[src/rtl/keypad_scanner.sv]
// keypad_scanner: 4x4 active-low matrix keypad scanner with debounce.
// Ports: CLK/RESET (sync, active-high), row_in[3:0] (async, active-low),
// col_out[3:0] (one-cold column drive), key_pulse (1-cycle per press),
// key_value[3:0] (last accepted key code), key_held (press to release).
module keypad_scanner #(
    parameter int SCAN_DIV     = 24_000,
    parameter int DEBOUNCE_CNT = 480_000
) (
    input  logic       CLK,
    input  logic       RESET,
    input  logic [3:0] row_in,
    output logic [3:0] col_out,
    output logic       key_pulse,
    output logic [3:0] key_value,
    output logic       key_held
);

    localparam int DW = $clog2(SCAN_DIV);
    localparam int BW = $clog2(DEBOUNCE_CNT);
    localparam logic [DW-1:0] DWELL_LAST = DW'(SCAN_DIV - 1);
    localparam logic [BW-1:0] DB_LAST    = BW'(DEBOUNCE_CNT - 1);

    typedef enum logic [1:0] {
        SCAN       = 2'd0,
        PRESS_DB   = 2'd1,
        HELD       = 2'd2,
        RELEASE_DB = 2'd3
    } state_e;

    state_e        state_q, state_d;
    logic [3:0]    sync1_q;
    logic [3:0]    row_s_q;
    logic [DW-1:0] dwell_q, dwell_d;
    logic [BW-1:0] db_q, db_d;
    logic [1:0]    col_q, col_d;
    logic [3:0]    pat_q, pat_d;
    logic          key_pulse_q, key_pulse_d;
    logic [3:0]    key_value_q, key_value_d;
    logic          key_held_q, key_held_d;

    logic [3:0] row_low;
    logic       one_low;
    logic       all_high;
    logic       sample_pt;
    logic       pat_match;
    logic       press_done;
    logic       release_done;

    // Row pattern is one-cold while debouncing; decode it with the
    // frozen column into the keypad legend code.
    function automatic logic [3:0] key_code(input logic [3:0] pat,
                                            input logic [1:0] col);
        logic [1:0] r;
        logic [3:0] v;
        case (pat)
            4'b1110: r = 2'd0;
            4'b1101: r = 2'd1;
            4'b1011: r = 2'd2;
            default: r = 2'd3;
        endcase
        case ({r, col})
            4'h0:    v = 4'h1;
            4'h1:    v = 4'h2;
            4'h2:    v = 4'h3;
            4'h3:    v = 4'hA;
            4'h4:    v = 4'h4;
            4'h5:    v = 4'h5;
            4'h6:    v = 4'h6;
            4'h7:    v = 4'hB;
            4'h8:    v = 4'h7;
            4'h9:    v = 4'h8;
            4'hA:    v = 4'h9;
            4'hB:    v = 4'hC;
            4'hC:    v = 4'hE;
            4'hD:    v = 4'h0;
            4'hE:    v = 4'hF;
            default: v = 4'hD;
        endcase
        return v;
    endfunction

    assign row_low   = ~row_s_q;
    // Exactly one row low: non-zero and a power of two.
    assign one_low   = (row_low != 4'b0000)
                    && ((row_low & (row_low - 4'd1)) == 4'b0000);
    assign all_high  = (row_s_q == 4'hF);
    assign sample_pt = (dwell_q == DWELL_LAST);
    assign pat_match = (row_s_q == pat_q);

    assign press_done   = (state_q == PRESS_DB) && pat_match
                       && (db_q == DB_LAST);
    assign release_done = (state_q == RELEASE_DB) && all_high
                       && (db_q == DB_LAST);

    always_ff @(posedge CLK) begin
        if (RESET) begin
            state_q     <= SCAN;
            sync1_q     <= 4'hF;
            row_s_q     <= 4'hF;
            dwell_q     <= '0;
            db_q        <= '0;
            col_q       <= 2'd0;
            pat_q       <= 4'hF;
            key_pulse_q <= 1'b0;
            key_value_q <= 4'h0;
            key_held_q  <= 1'b0;
        end else begin
            state_q     <= state_d;
            sync1_q     <= row_in;
            row_s_q     <= sync1_q;
            dwell_q     <= dwell_d;
            db_q        <= db_d;
            col_q       <= col_d;
            pat_q       <= pat_d;
            key_pulse_q <= key_pulse_d;
            key_value_q <= key_value_d;
            key_held_q  <= key_held_d;
        end
    end

    // Next-state: column, dwell and debounce counters follow the state.
    always_comb begin
        state_d = state_q;
        dwell_d = dwell_q;
        db_d    = db_q;
        col_d   = col_q;
        pat_d   = pat_q;
        unique case (state_q)
            SCAN: begin
                if (!sample_pt) begin
                    dwell_d = dwell_q + 1'b1;
                end else if (one_low) begin
                    state_d = PRESS_DB;
                    pat_d   = row_s_q;
                    db_d    = '0;
                    dwell_d = '0;
                end else begin
                    col_d   = col_q + 2'd1;
                    dwell_d = '0;
                end
            end
            PRESS_DB: begin
                if (!pat_match) begin
                    state_d = SCAN;
                    col_d   = col_q + 2'd1;
                    dwell_d = '0;
                    db_d    = '0;
                end else if (db_q == DB_LAST) begin
                    state_d = HELD;
                    db_d    = '0;
                end else begin
                    db_d = db_q + 1'b1;
                end
            end
            HELD: begin
                if (all_high) begin
                    state_d = RELEASE_DB;
                    db_d    = '0;
                end
            end
            RELEASE_DB: begin
                if (!all_high) begin
                    state_d = HELD;
                    db_d    = '0;
                end else if (db_q == DB_LAST) begin
                    state_d = SCAN;
                    col_d   = col_q + 2'd1;
                    dwell_d = '0;
                    db_d    = '0;
                end else begin
                    db_d = db_q + 1'b1;
                end
            end
            default: state_d = SCAN;
        endcase
    end

    always_comb begin
        key_pulse_d = 1'b0;
        key_value_d = key_value_q;
        key_held_d  = key_held_q;
        if (press_done) begin
            key_pulse_d = 1'b1;
            key_value_d = key_code(pat_q, col_q);
            key_held_d  = 1'b1;
        end
        if (release_done) begin
            key_held_d = 1'b0;
        end
    end

    assign col_out   = ~(4'b0001 << col_q);
    assign key_pulse = key_pulse_q;
    assign key_value = key_value_q;
    assign key_held  = key_held_q;

endmodule
[config.mk]
export PLATFORM = sky130hd
export DESIGN_NAME = keypad_scanner
export DESIGN_NICKNAME = d
export VERILOG_FILES = /design/src/rtl/keypad_scanner.sv
export SDC_FILE = /design/constraint.sdc
export NUM_CORES = 1
export LEC_CHECK = 0
export CORE_MARGIN = 10
export CORE_UTILIZATION = 35
export CTS_CLUSTER_SIZE = 16
export DETAILED_ROUTE_END_ITERATION = 12
export GPL_TIMING_DRIVEN = 1
export PLACE_DENSITY = 0.56
export RECOVER_POWER = 50
export SYNTH_ARGS = -nofsm -noshare
export SYNTH_HDL_FRONTEND = slang
export SYNTH_SLANG_ARGS = --single-unit
export TNS_END_PERCENT = 5
[constraint.sdc]
create_clock -name CLK -period 3.2 [get_ports CLK]
set_input_delay 0.64 -clock CLK [delete_from_list [all_inputs] [get_ports CLK]]
set_output_delay 0.64 -clock CLK [all_outputs]
set_load 0.005 [all_outputs]
## Word-level counts from Yosys, hierarchy flattened

Memory sizes are Yosys's and may differ from the RTL's. A register that Yosys moved wholly into a read port is not among the register bits.
Index checks and enable logic that the tools add are counted.

| word-level totals | value |
|---|---|
| register bits after elaboration | 52 |
| bits in read-only memories | 64 |
| bits of input ports | 6 |
| output and inout port bits | 10 |
| logic and storage cells | 81 |
| memories | 1 |

| operators by class | value |
|---|---|
| $add $sub $neg | 4 |
| eq/ne operators | 19 |
| shift operators | 1 |
| muxes and demuxes | 29 |
| bitwise operators | 3 |
| reduce and logical (&&, ||, !) cells | 15 |

Memory list:

| name | words | bits a word | read ports | clocked after Yosys merged registers in | wr ports | line | source |
|---|---|---|---|---|---|---|---|
| (no name shown) | 16 | 4 | 1 | 1 | 0 | 61 | `case ({r, col})` |

Operator list:

| kind | count |
|---|---|
| 19-bit 2-to-1 mux | 6 |
| 19-bit case mux with 4 select lines | 1 |
| 15-bit 2-to-1 mux | 4 |
| 15-bit case mux with 3 select lines | 1 |
| 2-bit 2-to-1 mux | 13 |
| 19-bit by 1-bit adder with 19-bit output, second input constant | 1 |
| 19-bit equality test, second input constant | 1 |
| 4-bit equality test, second input constant | 4 |
| 15-bit by 1-bit adder with 15-bit output, second input constant | 1 |
| 15-bit equality test, second input constant | 1 |
| 2-bit inequality test, second input constant | 7 |
| 2-bit case mux with 3 select lines | 2 |
| 4-bit NOT | 2 |
| 2-bit case mux with 4 select lines | 1 |
| 3-bit AND reduction | 2 |
| 6-bit AND reduction | 1 |
| 1-bit logical AND | 5 |
| 5-bit AND reduction | 1 |
| 4-bit AND | 1 |
| 2-bit equality test, second input constant | 2 |
| 4-bit equality test | 1 |
| 4-bit zero test | 1 |
| 4-bit AND reduction | 1 |
| 4-bit nonzero test | 1 |
| other kinds (10) | 10 |

## Depth between registers and ports, before layout

| depth | value |
|---|---|
| word-level depth | 8 |
| gate-level depth with buffers | 8 |
| mapped depth without buffers | 6 |

## Least setup slack after synthesis

No wires, ideal clock.

| path | value |
|---|---|
| path type | register to register |
| from | register db_q[0] |
| to | register db_q[18] |
| library setup time | 0.134 ns |
| data arrival time | 1.835 ns |
| path slack | 1.232 ns |
| cell stages (with the launch flop) | 8 |
| path buffers | 1 |
| path through | dfxtp_1 ha_1 nand3_1 or4_1 buf_2 o31a_1 o211ai_1 a21oi_1 |

| on the way | value |
|---|---|
| longest elaborated chain between the ends | 4 |
| elaborated cells on any way between the ends | 6 |

Ends and longest elaborated chain:

| what | line | source |
|---|---|---|
| start, declared | 34 | `logic [BW-1:0] db_q, db_d;` |
| start signal, assigned | 101 | `db_q <= '0;` |
| start signal, assigned | 112 | `db_q <= db_d;` |
| 19-bit by 1-bit adder with 19-bit output / 19-bit equality test (equally long branches) | -- |  |
| 19-bit 2-to-1 mux (*) | 148, 165 |  |
| 19-bit 2-to-1 mux, on equally long branches | 162, 143 |  |
| 19-bit case mux with 4 select lines (*) | 128 | `unique case (state_q)` |

Every way passes the cells marked *; elsewhere a longest branch is shown, timed or not.
A chain may end at the register's enable or synchronous reset.

## Worst setup path after layout

| path | value |
|---|---|
| from | register db_q[0] |
| to | register key_value_q[3] (netlist: key_value[3]) |

| on the way | value |
|---|---|
| longest elaborated chain between the ends | 2 |

Ends and longest elaborated chain:

| what | line | source |
|---|---|---|
| 19-bit equality test | 91 | `&& (db_q == DB_LAST);` |
| 1-bit logical AND | 91 |  |
| end, declared | 38 | `logic [3:0] key_value_q, key_value_d;` |

Every way passes these cells.

==> impl_metrics.ini <==
[clocking]
tritoncts = yes
cts_hold_buf = 0
post_cts_buffers = 0
cts_buffer_depth = 2
h-tree-depth = 2
root_buffer = clkbuf_8
numCtsBuffers = 5
cts-resized-gates = 0
cts_sinks = 56
clock_latency_ns = 0.31
clk_pin_slew_ns = 0.11

[place]
gp_congestion = 0.848
placed_area_mm2 = 0.00358
dp_hpwl_um = 5580
io_buffers = 15

[synthesis]
synth_area_leaders = dfxtp_1 (34%), a21oi_1 (4.2%), or4_1 (3.6%)
synth_mux_area_share_pct = 2.85
yosysUniqueCellTypes = 71
synth_simple_gate_area_share_pct = 28.8
syn_area_mm2 = 0.00334
syn_area_per_cell_um2 = 8.76
synth_top_family_by_area = simple AND/OR/NAND/NOR gates
ys.flop_type = dfxtp_1
synth-warning-count = 0
synth_cells = 381
synth_commonest_cells = dfxtp_1 (56), a21oi_1 (28), inv_1 (25), nand2_1 (25), nand3_1 (21)
synth_top_area_share_pct = 33.6
synth.most_common_cell = dfxtp_1
synth.largest_area_cell = dfxtp_1
synth_xor_area_share_pct = 1.84
synth_edf_count = 0
synthAdderAreaFrac_pct = 3.00
synthArstFlopShare_pct = 0
synth_fp_nets = 395
synth-compound-area-share_pct = 23.8
synth_seq_cells = 56
ys_seq_area_share_pct = 33.6

[power]
ir_drop_v = 0.000169
p_clk_share_pct = 35.2
p_seq_share_pct = 60.0
leakage_nw = 1.15
p_sw_mw = 0.286
finalPower_mw = 1.19
power.internal_mw = 0.906
swShare_pct = 24.0
pwr-share-comb_pct = 4.8
powerDensity_mw_per_mm2 = 328

[detailed_routing]
m1WireLength_um = 3730
vias_per_cell = 5.66
dr_wl_met3_um = 322
drt-initial-drc-count = 123
route.vias.total = 2928
ant_nets = 0
top_layer = met4
routed_wl_um = 7720
wl_met2_um = 3590
drc_errors = 0
dr.pass1.iters = 4
wl_per_cell_um = 14.9

[global_route]
grt_pass1_wl_um = 13100
antenna_found_initial = 0
grt_max_degree = 31
grt_pass1_vias = 2694
grt_overflow = 0
track_usage_pct = 10.9

[critical_path]
crit_start = db_q[0]
reg2reg_to = key_value[3]
crit_path_start_kind = register
endpoint = key_value[3]
required_ns = 3.42
crit_type = reg -> reg
rr_worst_depth = 6
r2r-start = db_q[0]
worst-path-max-fanout = 9
end_kind = register
cp_data_arrival_time_ns = 2.81
rrSetupSlack_ns = 0.61

[die]
start_util_pct = 36.0
die_area_mm2 = 0.0138
coreArea_mm2 = 0.00928
die_w_um = 118
die_h_um = 118
fp-row-count = 35
ioPinCount = 16

[timing]
max_freq_mhz = 386
hold_viol = 0
tightest_slew_ns = 1.20
finalHoldWorstSlack_ns = 0.420
final.period_utilization_pct = 80.9
slew_viol_final = 0
setup_tns_ns = 0
skew_ns = 0.00946
setup_viol = 0
final.min_clock_period_ns = 2.59
rsz0062_at_grt = no
slew_headroom_pct = 19.0

[cells_and_area]
areaGrowthSynthToFinish_pct = 8.73
antennaDiodeCount = 0
final_area_mm2 = 0.00363
drive_gt1_share_pct = 10.8
layout.nets = 401
final_core_util_pct = 39.1

[status]
status = finished, final reports clean

[job]
maxCapViolCount = 0

[hold_path]
hp-class = reg -> reg
state kept, by name, indices dropped and copies added, names as in the netlist, 2 cells and up:
register   flops
col_q          2
db_q          19
dwell_q       15
key_value      4
pat_q          4
row_s_q        4
state_q        2
sync1_q        4
worst min-delay path by stage:
stage                     from         end  slack [ns]  cells after the start
floorplan           sync1_q[0]  row_s_q[0]        0.39                      1
global placement    sync1_q[3]  row_s_q[3]        0.39                      1
detailed placement  sync1_q[3]  row_s_q[3]        0.39                      1
CTS                 sync1_q[1]  row_s_q[1]        0.42                      1
global route        sync1_q[3]  row_s_q[3]        0.43                      1
finish              sync1_q[0]  row_s_q[0]        0.42                      1
metrics by stage:
| stage | cells | worst slack (ns) |
|---|---|---|
| floorplan | 381 | 1.23 |
| global placement | 509 | 0.944 |
| detailed placement | 509 | 0.902 |
| CTS | 517 | 0.749 |
| global route | 517 | 0.409 |
| finish | 517 | 0.612 |
layout make-up:
type	instances	area, um^2
clock inverter	2	15.0
timing repair buffer	19	176
multi-input combinational	280	1980
clock buffer	6	82.6
inverter	25	93.8
sequential	56	1120
tap	129	161
fill	991	5650
cell usage in the layout, fill, tap and decap left out, types with 5 or more instances in the layout:
cell             count
dfxtp_1             56
a21oi_1             28
inv_1               25
nand2_1             25
nand3_1             22
nand4_1             16
or4_1               16
nor3_1              14
o31ai_1             13
o21ai_0             13
or2_2                9
nor2_1               9
o211ai_1             8
ha_1                 8
dlygate4sd3_1        8
clkdlybuf4s50_1      7
nand2b_1             6
clkbuf_8             6
a31oi_1              5
mux2i_1              5
and3_1               5
cells by family after synthesis:
| logic type | Yosys count |
|---|---|
| multiplexers | 8 |
| AO/OA/AOI/OAI | 104 |
| flip-flops | 56 |
| buffers and inverters | 45 |
| XOR/XNOR | 7 |
| adder cells (fa/ha/maj) | 8 |
| AND/OR/NAND/NOR | 153 |
routing by layer:
layer / up-vias / track usage (%)
met5: - / 0
met4: 0 / 3.17
met3: 7 / 2.30
met2: 54 / 17.5
met1: 1391 / 14.1
li1: 1476 / -
worst max-delay path, cell delays in order, from the launching register on:
cell	delay, ns
dfxtp_1	0.40
ha_1	0.25
nand3_1	0.17
or2_1	0.30
nor3_1	0.94
a21oi_1	0.15
a311oi_1	0.27
power by group through the flow:
stage	combinational [mW]	clock (mW)	sequential, mW
detailed placement	0.0602	0	0.731
global placement	0.0591	0	0.731
global route	0.0639	0.462	0.717
finish	0.0577	0.420	0.715
floorplan	0.0441	0	0.727
CTS	0.0603	0.437	0.715
(Power assumes the default switching activity.)
